===== config.mk =====
export PLATFORM = sky130hd
export DESIGN_NAME = wb_arbiter
export DESIGN_NICKNAME = d
export VERILOG_FILES = /design/src/rtl/wb_arbiter.sv
export SDC_FILE = /design/constraint.sdc
export NUM_CORES = 1
export LEC_CHECK = 0
export CORE_ASPECT_RATIO = 1.1
export CORE_MARGIN = 10
export CORE_UTILIZATION = 37
export CTS_BUF_LIST = sky130_fd_sc_hd__clkbuf_4 sky130_fd_sc_hd__clkbuf_8
export DETAILED_ROUTE_END_ITERATION = 10
export GPL_TIMING_DRIVEN = 0
export HOLD_SLACK_MARGIN = 0.1
export PLACE_DENSITY = 0.91
export SLEW_MARGIN = 20
export SYNTH_ARGS = -nofsm -noshare
export SYNTH_HDL_FRONTEND = slang
export SYNTH_SLANG_ARGS = --single-unit

===== constraint.sdc =====
create_clock -name clk -period 6.2 [get_ports clk]
set_clock_uncertainty 0.15 [all_clocks]
set_input_delay 1.24 -clock clk [delete_from_list [all_inputs] [get_ports clk]]
set_output_delay 1.24 -clock clk [all_outputs]
set_load 0.01 [all_outputs]

===== src/rtl/wb_arbiter.sv =====
// ============================================================================
// Module      : wb_arbiter
// Description : Round-robin, packet-locking writeback arbiter with a
//               single registered output beat (full throughput).
// Revision    : 1.0 - initial release
// ============================================================================
`default_nettype none

module wb_arbiter #(
    parameter int NUM_REQS      = 4,
    parameter int DATAW         = 64,
    parameter int STALL_TIMEOUT = 1024
) (
    input  logic                                       clk,
    input  logic                                       reset,
    input  logic [NUM_REQS-1:0]                        req_valid,
    input  logic [NUM_REQS*DATAW-1:0]                  req_data,
    input  logic [NUM_REQS-1:0]                        req_eop,
    output logic [NUM_REQS-1:0]                        req_ready,
    output logic                                       out_valid,
    output logic [DATAW-1:0]                           out_data,
    output logic                                       out_eop,
    output logic [((NUM_REQS > 1) ? $clog2(NUM_REQS) : 1)-1:0] out_sel,
    input  logic                                       out_ready
);

    localparam int c_SELW = (NUM_REQS > 1) ? $clog2(NUM_REQS) : 1;

    logic [c_SELW-1:0] r_ptr;
    logic              r_lock;
    logic [c_SELW-1:0] r_lock_idx;
    logic              r_out_valid;
    logic [DATAW-1:0]  r_out_data;
    logic              r_out_eop;
    logic [c_SELW-1:0] r_out_sel;

    logic [c_SELW-1:0] w_rr_grant;
    logic              w_rr_found;
    logic [c_SELW-1:0] w_grant;
    logic              w_grant_valid;
    logic              w_can_accept;
    logic              w_gvalid;
    logic [DATAW-1:0]  w_gdata;
    logic              w_geop;
    logic              w_xfer;
    int                w_dist;
    int                w_best_dist;

    // Distance of requester i from ptr+1 (mod NUM_REQS); the smallest valid one wins.
    always_comb begin
        w_rr_grant  = '0;
        w_rr_found  = 1'b0;
        w_dist      = 0;
        w_best_dist = NUM_REQS;
        for (int i = 0; i < NUM_REQS; i++) begin
            w_dist = i - int'(r_ptr) - 1;
            if (w_dist < 0) w_dist = w_dist + NUM_REQS;
            if (req_valid[i] && (w_dist < w_best_dist)) begin
                w_best_dist = w_dist;
                w_rr_grant  = c_SELW'(i);
                w_rr_found  = 1'b1;
            end
        end
    end

    assign w_grant       = r_lock ? r_lock_idx : w_rr_grant;
    assign w_grant_valid = r_lock | w_rr_found;
    assign w_can_accept  = ~r_out_valid | out_ready;

    always_comb begin
        w_gvalid  = 1'b0;
        w_gdata   = '0;
        w_geop    = 1'b0;
        req_ready = '0;
        for (int i = 0; i < NUM_REQS; i++) begin
            if (w_grant == c_SELW'(i)) begin
                w_gvalid = req_valid[i];
                w_gdata  = req_data[i*DATAW +: DATAW];
                w_geop   = req_eop[i];
                if (!reset && w_grant_valid) req_ready[i] = w_can_accept;
            end
        end
    end

    assign w_xfer = w_grant_valid & w_gvalid & w_can_accept;

    always_ff @(posedge clk) begin
        if (reset) begin
            r_ptr       <= c_SELW'(NUM_REQS - 1);
            r_lock      <= 1'b0;
            r_lock_idx  <= '0;
            r_out_valid <= 1'b0;
            r_out_data  <= '0;
            r_out_eop   <= 1'b0;
            r_out_sel   <= '0;
        end else begin
            if (w_xfer) begin
                r_out_valid <= 1'b1;
                r_out_data  <= w_gdata;
                r_out_eop   <= w_geop;
                r_out_sel   <= w_grant;
                if (w_geop) begin
                    r_lock <= 1'b0;
                    r_ptr  <= w_grant;
                end else begin
                    r_lock     <= 1'b1;
                    r_lock_idx <= w_grant;
                end
            end else if (out_ready) begin
                r_out_valid <= 1'b0;
            end
        end
    end

    assign out_valid = r_out_valid;
    assign out_data  = r_out_data;
    assign out_eop   = r_out_eop;
    assign out_sel   = r_out_sel;

`ifndef SYNTHESIS
    logic [31:0] r_lock_cnt;

    always_ff @(posedge clk) begin
        if (reset || !r_lock) r_lock_cnt <= '0;
        else                  r_lock_cnt <= r_lock_cnt + 32'd1;
    end

    a_lock_sel: assert property (@(posedge clk) disable iff (reset)
        !(r_lock && r_out_valid && req_valid[r_lock_idx] && (r_out_sel != r_lock_idx)));

    a_lock_timeout: assert property (@(posedge clk) disable iff (reset)
        r_lock_cnt <= STALL_TIMEOUT);
`endif

endmodule

`default_nettype wire


# == Word level (Yosys, flattened, before mapping) ==
# Cells that the tools add are included.
# word_totals
inputBits,267
reg_bits,73
word_cells,81
out_inout_bits,72
# op_classes
eq_ne,3
add_sub_neg,12
reduce_logical,10
muxes,35
n_lt_le_gt_ge,8
bitwise_logic,6
# op_table
operator,n
$mux W64,4
$mux W32,7
$lt A32 B32 Y1,3
$lt A32 B4 Y1 const B,1
$mux W1,21
$add A4 B4 Y5 const B,4
$lt A4 B1 Y1 const B,4
$sub A3 B2 Y4 const B,4
$mux W2,3
$sub A1 B2 Y3 const A,2
$sub A2 B2 Y3 const A,2
$logic_and A1 B1 Y1,5
$eq A2 B2 Y1 const B,2
$reduce_and A2 Y1,2
$and A1 B1 Y1,2
$eq A2 B1 Y1 const B,1
$logic_not A2 Y1,1
$not A1 Y1,2
$or A1 B1 Y1,2
$reduce_bool A2 Y1,1
$logic_not A1 Y1,1

# == Logic depth before layout (Yosys ltp) ==
# Gate-level depths: netlist of run 1.
# logic_depth
word_depth,25
mapped_depth,24
ltp_nobuf,20

# == Worst setup path after synthesis of run 1 ==
# Ideal clock, no wire load.
# synth_timing
kind,input to output
start,input port req_valid[0]
end,output port req_ready[2]
required_ps,4810
arrival_time_ps,4578
path_stages,18
n_path_buf,4
slack_ps,232
cell_sequence,buf_4 -> inv_1 -> o32a_1 -> ha_1 -> o211ai_1 -> o2111a_1 -> nor2_1 -> nand2_1 -> o21ai_0 -> ha_1 -> a21boi_0 -> a311oi_1 -> o21a_1 -> buf_4 -> clkbuf_1 -> clkbuf_1 -> nand2_1 -> nor2_1
# synth_between
elab_chain_cells,15
elab_cells_between_ends,23
cone_classes,order compare: 3; eq/ne: 1; mux: 13; bitwise: 1; reduce/logical: 5
# synth_lines
element,line,text
from (decl),16,"input logic [NUM_REQS-1:0] req_valid,"
$logic_and A1 B1 Y1 (*),58,if (req_valid[i] && (w_dist < w_best_dist)) begin
$mux W32,58,
$lt A32 B32 Y1,58,
$logic_and A1 B1 Y1,58,
$mux W32,58,
$lt A32 B32 Y1,58,
$logic_and A1 B1 Y1,58,
$mux W32,58,
$lt A32 B32 Y1,58,
$logic_and A1 B1 Y1,58,
$mux W1,58,
$or A1 B1 Y1,67,assign w_grant_valid = r_lock | w_rr_found;
$logic_and A1 B1 Y1,80,if (!reset && w_grant_valid) req_ready[i] = w_can_accept;
$mux W1,80,
$mux W1 (*),76,if (w_grant == c_SELW'(i)) begin
to (decl),19,"output logic [NUM_REQS-1:0] req_ready,"
# Every way passes the cells marked *; elsewhere a longest branch is shown, timed or not.

# == Worst setup path after layout of run 1 ==
# layout_timing
start,input port req_valid[1]
end,output port req_ready[1]
# layout_between
elab_chain_cells,12
elab_cells_between_ends,19
cone_classes,order compare: 2; eq/ne: 1; mux: 11; bitwise: 1; reduce/logical: 4
# layout_lines
element,line
$logic_and A1 B1 Y1 (*),58
$mux W32,58
$lt A32 B32 Y1,58
$logic_and A1 B1 Y1,58
$mux W32,58
$lt A32 B32 Y1,58
$logic_and A1 B1 Y1,58
$mux W1,58
$or A1 B1 Y1,67
$logic_and A1 B1 Y1,80
$mux W1,80
$mux W1 (*),76
# Marked as above.

==> flow_summary_export.csv, run 1 <==
group,metric,value,unit
critical_path,critical_path_class,"in2out",
critical_path,rr_startpoint,"r_ptr[0]$_SDFFE_PP1P_",
logic_synthesis,ys_seq_area_share,29.6,%
timing,min_period_over_period,97.0,%
route,dr.first_iter.drc_count,681,
cells_and_area,synthToLayoutAreaGrowth,79.8,%
timing,worstMarginPinSlew,819,ps
clocking,clk_path_buf_depth,2,
grt,grt_max_degree,20,
timing,final_hold_viol_count,0,
clocking,clock_latency,350,ps
grt,track_usage,26.3,%
place,placed_cells,1326,
place,io_buffers,336,
critical_path,arrival,4620,ps
cells_and_area,fillers,1140,
route,wl_per_cell,18.9,um
critical_path,critical_path.startpoint_type,"input port",
route,drt-pass1-iter-count,6,
timing,fin_hold_ws,305,ps
min_path,whs_path_depth,2,
critical_path,crit_fanout,18,
place,place_hpwl,20.2,mm
logic_synthesis,synth_edf_count,0,
floorplan,rows,44,
floorplan,core,0.0132,sq mm
min_path,hold_end,"out_data[3]$_SDFFE_PP0P_",
floorplan,die-width,130,um
clocking,clkTransAtPathRegs,70,ps
cells_and_area,layout.cells.most_common_list,"nand2_1, clkdlybuf4s50_1, nand3_1",
floorplan,ios,339,
clocking,cts_buffers,9,
clocking,cts_tree,"done",
timing,final-max-slew-violation-count,0,
clocking,postCtsHoldBufs,0,
route,viasPerCell,5.39,
critical_path,cp-end-kind,"primary output",
critical_path,worstRegToRegCells,23,
cells_and_area,layout.cells.non_filler,1350,
floorplan,initial_core_util,37.5,%
cells_and_area,drive_gt1_share,4.79,%
grt,gr-total-overflow,0,
floorplan,dieArea,0.0184,sq mm
logic_synthesis,async_flop_share,0,%
route,ant_nets,0,
timing,max_freq,166,MHz
clocking,cts_sinks,73,
grt,grt_pass1_wl,37.9,mm
place,globalplace.congestion,0.913,
logic_synthesis,ys_warn_count,0,
critical_path,r2r-end,"out_data[56]$_SDFFE_PP0P_",
timing,period_minus_slack,6010,ps
timing,fin_ws,189,ps
job,drv_cap,0,
logic_synthesis,ys_ff_latch,73,
logic_synthesis,synth_cell_types,44,
route,totalWireLength,25.6,mm
logic_synthesis,avgSynthCellArea,5.96,sq um
timing,setup_violations,0,
route,vias,7281,
logic_synthesis,synth_area,0.00494,sq mm
min_path,hold_start,"out_data[3]$_SDFFE_PP0P_",
timing,rsz0062_at_grt,"false",
logic_synthesis,ys.flop_type,"dfxtp_1",
cells_and_area,final_nets,1459,
timing,slew_headroom,45.3,%
logic_synthesis,synth_cells,828,
critical_path,reg2reg_slack,660,ps
clocking,htree_levels,3,
clocking,cts-root-buf,"clkbuf_8",
place,pre_cts_ws,-1600,ps
grt,grt_pass1_vias,7108,
cells_and_area,diodes,0,
critical_path,worstPathRequired,4810,ps
status,status,"completed",
floorplan,die_height,141,um
grt,antenna_found_initial,0,
route,drcViolationCount,0,
min_path,hold_class,"reg2reg",
[state kept, by name, indices dropped and copies added, names as in the netlist]
name / flops
out_data: 64
out_sel: 2
r_lock_idx: 2
r_ptr: 2
out_eop: 1
out_valid: 1
r_lock: 1
[worst max-delay path: stages]
cell	delay [ps]
buf_2	150
o32a_1	370
ha_1	280
o211ai_1	230
o2111a_2	280
nor2_2	50
nand2_1	60
o21ai_0	80
ha_1	300
a21boi_1	140
a311oi_2	410
o311ai_2	120
buf_4	180
and2_1	150
buf_4	210
nor2_1	120
clkdlybuf4s15_2	230
[timing repair]
action                                  in CTS  in global routing
endpoints found under the setup margin      13                  4
pin swaps                                    6                  6
hold endpoints to repair                     0                  0
buffers inserted                             5                  7
gates resized for setup                     30                  6
[cells by family after synthesis]
family	count (synthesis)	synth area share [%]
adder cells (fa/ha/maj)	8	2.03
AO/OA/AOI/OAI	99	11.7
XOR/XNOR	2	0.355
other	1	0.0759
AND/OR/NAND/NOR	563	48.7
buffers and inverters	78	6.74
flip-flops	73	29.6
multiplexers	4	0.811
[cell type report]
type                    count  area (sq um)  area share, %
plain buffers              66           337           3.79
flip-flops and latches     73          1460           16.5
inverters                   8          30.0          0.338
clock buffers              12           159           1.79
multi-input cells         678          3190           35.9
clock inverters             4          51.3          0.578
repair buffers            348          3450           38.9
well taps                 161           201           2.27
[stage by stage]
stage               instance area, sq um  setup TNS [ps]  util (%)
floorplan                           4940               0         -
global placement                    8510          -21060      64.7
detailed placement                  8510          -26370      64.7
CTS                                 8830               0      67.1
global route                        8880               0      67.5
finish                              8880               0      67.5
[worst max-delay path by stage]
stage	startpoint	end	slack [ps]	depth (start not counted)
3_5_place_dp	req_valid[1]	req_ready[2]	-1600	18
2_1_floorplan	req_valid[0]	req_ready[2]	230	18
4_1_cts	req_valid[1]	req_ready[0]	4	16
5_1_grt	req_valid[0]	req_ready[3]	10	18
6_report	req_valid[1]	req_ready[1]	190	17
3_3_place_gp	req_valid[1]	req_ready[2]	-1540	18
[synthesized netlist by cell type, types with 2 or more instances]
cell type  number  area [sq um]
a211oi_1        3          22.5
a211oi_2        2          25.0
a21o_1          2          15.0
a21oi_1        72           360
buf_1           4          15.0
buf_2           8          40.0
buf_4           2          15.0
buf_6           3          33.8
clkbuf_1       53           199
dfxtp_1        73          1460
ha_1            8           100
inv_1           8          30.0
mux2i_1         4          40.0
nand2_1       332          1250
nand3_1       194           971
nand4_1         2          12.5
nor2_1         19          71.3
nor2b_1         4          25.0
nor3_1          4          20.0
o2111ai_1       2          17.5
o21ai_0         3          15.0
o21ai_1         2          10.0
o31ai_1         2          15.0
or4_1           2          15.0
[routing by layer]
| metal | global-route usage, % | vias to the layer above | share of wire [%] |
|---|---|---|---|
| li1 | - | 3484 | - |
| met3 | 6.94 | 69 | 9.9 |
| met2 | 45.5 | 411 | 50 |
| met5 | 0 | - | 0 |
| met1 | 29.6 | 3317 | 37 |
| met4 | 10.5 | 0 | 3.2 |
Power of run 1 is left out: the tool's default activity adds up to more than one toggle a clock period on the data nets, which glitch-free logic cannot reach.
==> inputs of run 2 (changes only) <==
--- a/config.mk
+++ b/config.mk
@@ -9,10 +9,12 @@
 export CORE_MARGIN = 10
 export CORE_UTILIZATION = 37
 export CTS_BUF_LIST = sky130_fd_sc_hd__clkbuf_4 sky130_fd_sc_hd__clkbuf_8
+export CTS_CLUSTER_DIAMETER = 50
 export DETAILED_ROUTE_END_ITERATION = 10
 export GPL_TIMING_DRIVEN = 0
 export HOLD_SLACK_MARGIN = 0.1
 export PLACE_DENSITY = 0.91
+export SETUP_SLACK_MARGIN = 0.4
 export SLEW_MARGIN = 20
 export SYNTH_ARGS = -nofsm -noshare
 export SYNTH_HDL_FRONTEND = slang
==> run 2 against run 1 <==
Maximum frequency increased by 2.9%. Routed wire length increased by 1.4%. Global-route usage increased by 0.091 points. Hold slack got worse by 0.63 ps. Core utilization increased by 0.92 points. Critical path depth increased by 1. Count of clock-buffer cells in the layout decreased by 2. Cell area increased by 1.4%. Cell count increased by 0.67%. First-iteration DRC count decreased by 7.3%. Sequential share of layout area decreased by 0.19 points. Flip-flop and latch count unchanged.
==> flow_summary_export.csv, run 2 (same netlist as run 1, synthesis figures left out) <==
group,metric,value,unit
min_path,hold_class,"reg2reg",
cells_and_area,layout.cells.most_common_list,"clkdlybuf4s50_1, nand2_1, nand3_1",
route,wl_per_cell,19.1,um
critical_path,crit_fanout,7,
grt,grt_pass1_vias,6907,
critical_path,critical_path.startpoint_type,"input port",
cells_and_area,largest_reg_flops,64,
clocking,postCtsHoldBufs,0,
grt,antenna_found_initial,0,
min_path,hold_end,"out_data[60]$_SDFFE_PP0P_",
route,drt-pass1-iter-count,6,
grt,gr-total-overflow,0,
critical_path,rr_startpoint,"r_ptr[0]$_SDFFE_PP1P_",
clocking,clock_latency,340,ps
timing,fin_hold_ws,304,ps
clocking,cts-root-buf,"clkbuf_8",
timing,worstMarginPinSlew,640,ps
timing,min_period_over_period,94.2,%
critical_path,worstPathRequired,4810,ps
clocking,cts_sinks,73,
place,pre_cts_ws,-1480,ps
floorplan,core,0.0132,sq mm
timing,final-max-slew-violation-count,0,
route,viasPerCell,5.28,
critical_path,worstRegToRegCells,21,
critical_path,reg2reg_slack,710,ps
timing,fin_ws,359,ps
timing,final_hold_viol_count,0,
floorplan,ios,339,
cells_and_area,diodes,0,
route,dr.first_iter.drc_count,631,
cells_and_area,final_nets,1468,
timing,setup_violations,0,
clocking,clkTransAtPathRegs,70,ps
timing,period_minus_slack,5840,ps
timing,max_freq,171,MHz
place,place_hpwl,20.4,mm
critical_path,critical_path_class,"in2out",
min_path,whs_path_depth,2,
place,globalplace.congestion,0.922,
grt,grt_max_degree,14,
cells_and_area,synthToLayoutAreaGrowth,82.3,%
job,drv_cap,0,
route,drcViolationCount,0,
grt,grt_pass1_wl,37.9,mm
clocking,cts_tree,"done",
route,ant_nets,0,
status,status,"completed",
timing,rsz0062_at_grt,"true",
clocking,cts_buffers,9,
floorplan,die_height,141,um
cells_and_area,fillers,1107,
grt,track_usage,26.3,%
cells_and_area,layout_commonest_cell,"clkdlybuf4s50_1",
critical_path,arrival,4450,ps
route,totalWireLength,25.9,mm
floorplan,dieArea,0.0184,sq mm
floorplan,initial_core_util,37.5,%
min_path,hold_start,"out_data[60]$_SDFFE_PP0P_",
critical_path,cp-end-kind,"primary output",
floorplan,rows,44,
place,io_buffers,336,
floorplan,die-width,130,um
critical_path,r2r-end,"out_data[51]$_SDFFE_PP0P_",
timing,slew_headroom,57.3,%
clocking,htree_levels,3,
cells_and_area,drive_gt1_share,6.01,%
route,vias,7174,
clocking,clk_path_buf_depth,2,
==> run 2: final cells by class <==
class	count	area, sq um	share of cell area [%]
multi-input combinational	678	3210	35.6
sequential	73	1470	16.3
clock inverter	6	90.1	1.00
inverter	8	30.0	0.334
buffer	70	403	4.48
clock buffer	10	131	1.46
tap	161	201	2.24
timing repair buffer	353	3480	38.6
==> run 2: worst max-delay path by stage <==
stage / start / slack, ps / end / cells after the start
2_1_floorplan: req_valid[0] / 410 / req_ready[1] / 17
3_3_place_gp: req_valid[1] / -1460 / req_ready[1] / 17
3_5_place_dp: req_valid[1] / -1480 / req_ready[1] / 17
4_1_cts: req_valid[0] / 420 / req_ready[2] / 19
5_1_grt: req_valid[0] / 230 / req_ready[2] / 19
6_report: req_valid[1] / 360 / req_ready[2] / 18
==> run 2: critical path, cell delays in order <==
cell and delay [ps]:
buf_8 110, o32a_1 370, ha_4 250, o211ai_1 230, o2111a_2 310, nor2_4 50
nand2_1 60, o21ai_1 60, ha_1 300, a21boi_2 170, a311oi_2 400, o21a_1 220
buf_6 130, clkbuf_16 130, clkbuf_16 120, nand2_2 50, nor2_1 110, buf_2 150
==> run 2: what timing repair did <==
| action | 4_1_cts | 5_1_grt |
|---|---|---|
| pin swaps | 13 | 12 |
| gates resized for setup | 48 | 19 |
| endpoints found under the setup margin | 74 | 67 |
| setup buffers | 10 | 7 |
| cloned | 0 | 0 |
==> run 2: per-layer routing <==
| layer | global-route usage [%] | wire, um | vias up |
|---|---|---|---|
| li1 | - | - | 3488 |
| met1 | 30.4 | 9850 | 3279 |
| met2 | 46.4 | 13100 | 359 |
| met3 | 6.75 | 2400 | 48 |
| met4 | 7.35 | 565 | 0 |
| met5 | 0 | 0 | - |
==> run 2: stage by stage <==
step | instances | setup TNS, ps | util, % | instance area, sq um
after floorplan | 829 | 0 | - | 4940
after global placement | 1326 | -24270 | 64.7 | 8510
after detailed placement | 1326 | -22780 | 64.7 | 8510
after CTS | 1352 | 0 | 67.6 | 8890
after global routing | 1359 | 0 | 68.4 | 9000
final | 1359 | 0 | 68.4 | 9000
Power of run 2 is left out for the same reason.
==> inputs of run 3 (changes only) <==
--- a/config.mk
+++ b/config.mk
@@ -5,9 +5,10 @@
 export SDC_FILE = /design/constraint.sdc
 export NUM_CORES = 1
 export LEC_CHECK = 0
-export CORE_ASPECT_RATIO = 1.1
+export ABC_AREA = 1
+export CORE_ASPECT_RATIO = 0.8
 export CORE_MARGIN = 10
-export CORE_UTILIZATION = 37
+export CORE_UTILIZATION = 36
 export CTS_BUF_LIST = sky130_fd_sc_hd__clkbuf_4 sky130_fd_sc_hd__clkbuf_8
 export CTS_CLUSTER_DIAMETER = 50
 export DETAILED_ROUTE_END_ITERATION = 10
==> run 3 against run 2 <==
Routed wire length is 6.4% lower. Die area is 3.1% lower. Critical path depth is 5 higher. Register-to-register slack better by 700 ps. Cell area is 5.5% lower. Critical path type unchanged. Hold slack better by 11 ps.
==> flow_summary_export.csv, run 3 <==
group,metric,value,unit
status,status,"completed",
clocking,clock_latency,340,ps
timing,final-max-slew-violation-count,0,
grt,grt_pass1_vias,6573,
critical_path,critical_path_class,"in2out",
critical_path,worstPathRequired,4810,ps
grt,track_usage,25.2,%
logic_synthesis,avgSynthCellArea,5.99,sq um
route,vias,6692,
min_path,whs_path_depth,2,
clocking,clk_path_buf_depth,2,
floorplan,dieArea,0.0178,sq mm
floorplan,die_height,121,um
floorplan,die-width,147,um
timing,period_minus_slack,5620,ps
timing,final_hold_viol_count,0,
timing,fin_hold_ws,315,ps
route,dr.first_iter.drc_count,315,
logic_synthesis,ys_warn_count,0,
cells_and_area,layout.cells.most_common_list,"nand2_1, clkdlybuf4s50_1, dfxtp_1",
cells_and_area,drive_gt1_share,6.79,%
logic_synthesis,async_flop_share,0,%
logic_synthesis,ys_seq_area_share,31.6,%
logic_synthesis,yosysTopAreaCellShare,31.6,%
clocking,htree_levels,3,
job,drv_cap,0,
timing,setup_violations,0,
floorplan,initial_core_util,37.3,%
cells_and_area,largest_reg_flops,64,
floorplan,ios,339,
clocking,cts-root-buf,"clkbuf_8",
timing,min_period_over_period,90.7,%
floorplan,core,0.0124,sq mm
cells_and_area,design_area,0.00851,sq mm
logic_synthesis,synth_edf_count,0,
logic_synthesis,synth_common_cells,"nand2_1, dfxtp_1, nand3_1",
clocking,clkTransAtPathRegs,80,ps
critical_path,rr_startpoint,"r_ptr[0]$_SDFFE_PP1P_",
route,drcViolationCount,0,
power,leakagePower,3.44,nW
critical_path,critical_path.startpoint_type,"input port",
logic_synthesis,synth_area,0.00462,sq mm
place,place_area,0.00821,sq mm
logic_synthesis,yosysTopAreaCell,"dfxtp_1",
place,globalplace.congestion,0.892,
logic_synthesis,synth_cell_types,25,
cells_and_area,final_nets,1404,
place,io_buffers,337,
cells_and_area,synthToLayoutAreaGrowth,84.0,%
timing,worstMarginPinSlew,639,ps
timing,rsz0062_at_grt,"false",
route,ant_nets,0,
grt,gr-total-overflow,0,
clocking,cts_sinks,73,
cells_and_area,layout_commonest_cell,"nand2_1",
timing,max_freq,178,MHz
min_path,hold_start,"out_data[46]$_SDFFE_PP0P_",
grt,antenna_found_initial,0,
route,drt-pass1-iter-count,5,
clocking,cts_tree,"done",
route,viasPerCell,5.12,
critical_path,cp-end-kind,"primary output",
route,wl_per_cell,18.6,um
timing,slew_headroom,57.4,%
power,power.density,544,mW/mm^2
critical_path,crit_fanout,5,
min_path,hold_end,"out_data[46]$_SDFFE_PP0P_",
grt,grt_max_degree,12,
cells_and_area,fin_util,68.7,%
place,place_hpwl,19.7,mm
grt,grt_pass1_wl,35.6,mm
power,vdd_ir_drop_max,343,uV
critical_path,reg2reg_slack,1410,ps
logic_synthesis,synth_cells,772,
route,totalWireLength,24.3,mm
critical_path,worstRegToRegCells,31,
clocking,cts_buffers,9,
logic_synthesis,ys.flop_type,"dfxtp_1",
critical_path,arrival,4230,ps
min_path,hold_class,"reg2reg",
critical_path,r2r-end,"out_data[23]$_SDFFE_PP0P_",
floorplan,rows,36,
logic_synthesis,synth.area.top_cells,"dfxtp_1, nand2_1, nand4_1",
logic_synthesis,ys_ff_latch,73,
logic_synthesis,yosysMostFrequentCell,"nand2_1",
## run 3: layer usage
layer  routed length (um)  global-route usage (%)  vias up
met5                    0                       0        -
met4                  649                    7.55        0
met3                 2370                    8.42       48
met2                12200                    46.2      331
met1                 9090                    26.9     3056
li1                     -                       -     3257
## run 3: cells by family after synthesis
kind of cell,after synthesis,synth area share (%)
AND/OR/NAND/NOR,524,49.1
XOR/XNOR,1,0.189
buffers and inverters,86,8.17
adder cells (fa/ha/maj),8,2.17
AO/OA/AOI/OAI,79,8.69
flip-flops,73,31.6
other,1,0.0811
## run 3: worst max path at each step
stage	startpoint	to	slack, ps	cells past startpoint
CTS	req_valid[0]	req_ready[3]	420	25
finish	req_valid[1]	req_ready[2]	580	23
global route	req_valid[1]	req_ready[2]	390	23
global placement	req_valid[0]	req_ready[0]	-370	23
detailed placement	req_valid[0]	req_ready[0]	-440	23
floorplan	req_valid[0]	req_ready[0]	1170	21
## run 3: power by group
| part | leakage, nW | internal, W | switching (W) |
|---|---|---|---|
| Combinational | 2.74 | 0.00135 | 0.00227 |
| Sequential | 0.600 | 0.000609 | 0.0000647 |
| Clock | 0.0942 | 0.000156 | 0.000177 |
| Total | 3.44 | 0.00211 | 0.00251 |
## run 3: stage by stage
stage | power [W] | setup slack, ps | TNS, ps | cells
after global routing | 0.00507 | 389 | 0 | 1305
final | 0.00463 | 580 | 0 | 1306
after floorplan | 0.00295 | 1170 | 0 | 773
after global placement | 0.00412 | -368 | -1400 | 1281
after detailed placement | 0.00419 | -442 | -1720 | 1281
after CTS | 0.00456 | 416 | 0 | 1297
## run 3: worst max-delay path, stage by stage
cell and delay [ps]:
clkdlybuf4s50_1 560, o21ai_4 100, o21ai_0 80, o21ai_1 110, ha_1 300, nand2_1 70, nand2_1 50, nand2_1 60
nand2_1 50, nand2_1 70, nand2_2 90, nand2_1 80, o21ai_1 60, ha_1 270, nand2_1 70, nand2_1 50
nand2_1 100, nand2_2 100, a21oi_4 150, o311ai_4 130, buf_4 170, nor3_1 120, buf_2 160
## run 3: cell type report
type	count	area, sq um
plain buffers	55	273
flip-flops and latches	73	1460
well taps	171	214
diodes	1	2.50
fillers	1095	3880
clock buffers	12	146
inverters	31	116
multi-input cells	614	2840
repair buffers	345	3430
clock inverters	4	20.0
## run 3: repair_timing
action,CTS,global route
pin swaps,0,4
hold buffers,0,0
endpoints found under the setup margin,4,4
resized for setup,19,11
hold endpoints to repair,0,0
setup buffers,0,8
No activity file was read; power rests on OpenSTA's default activity.
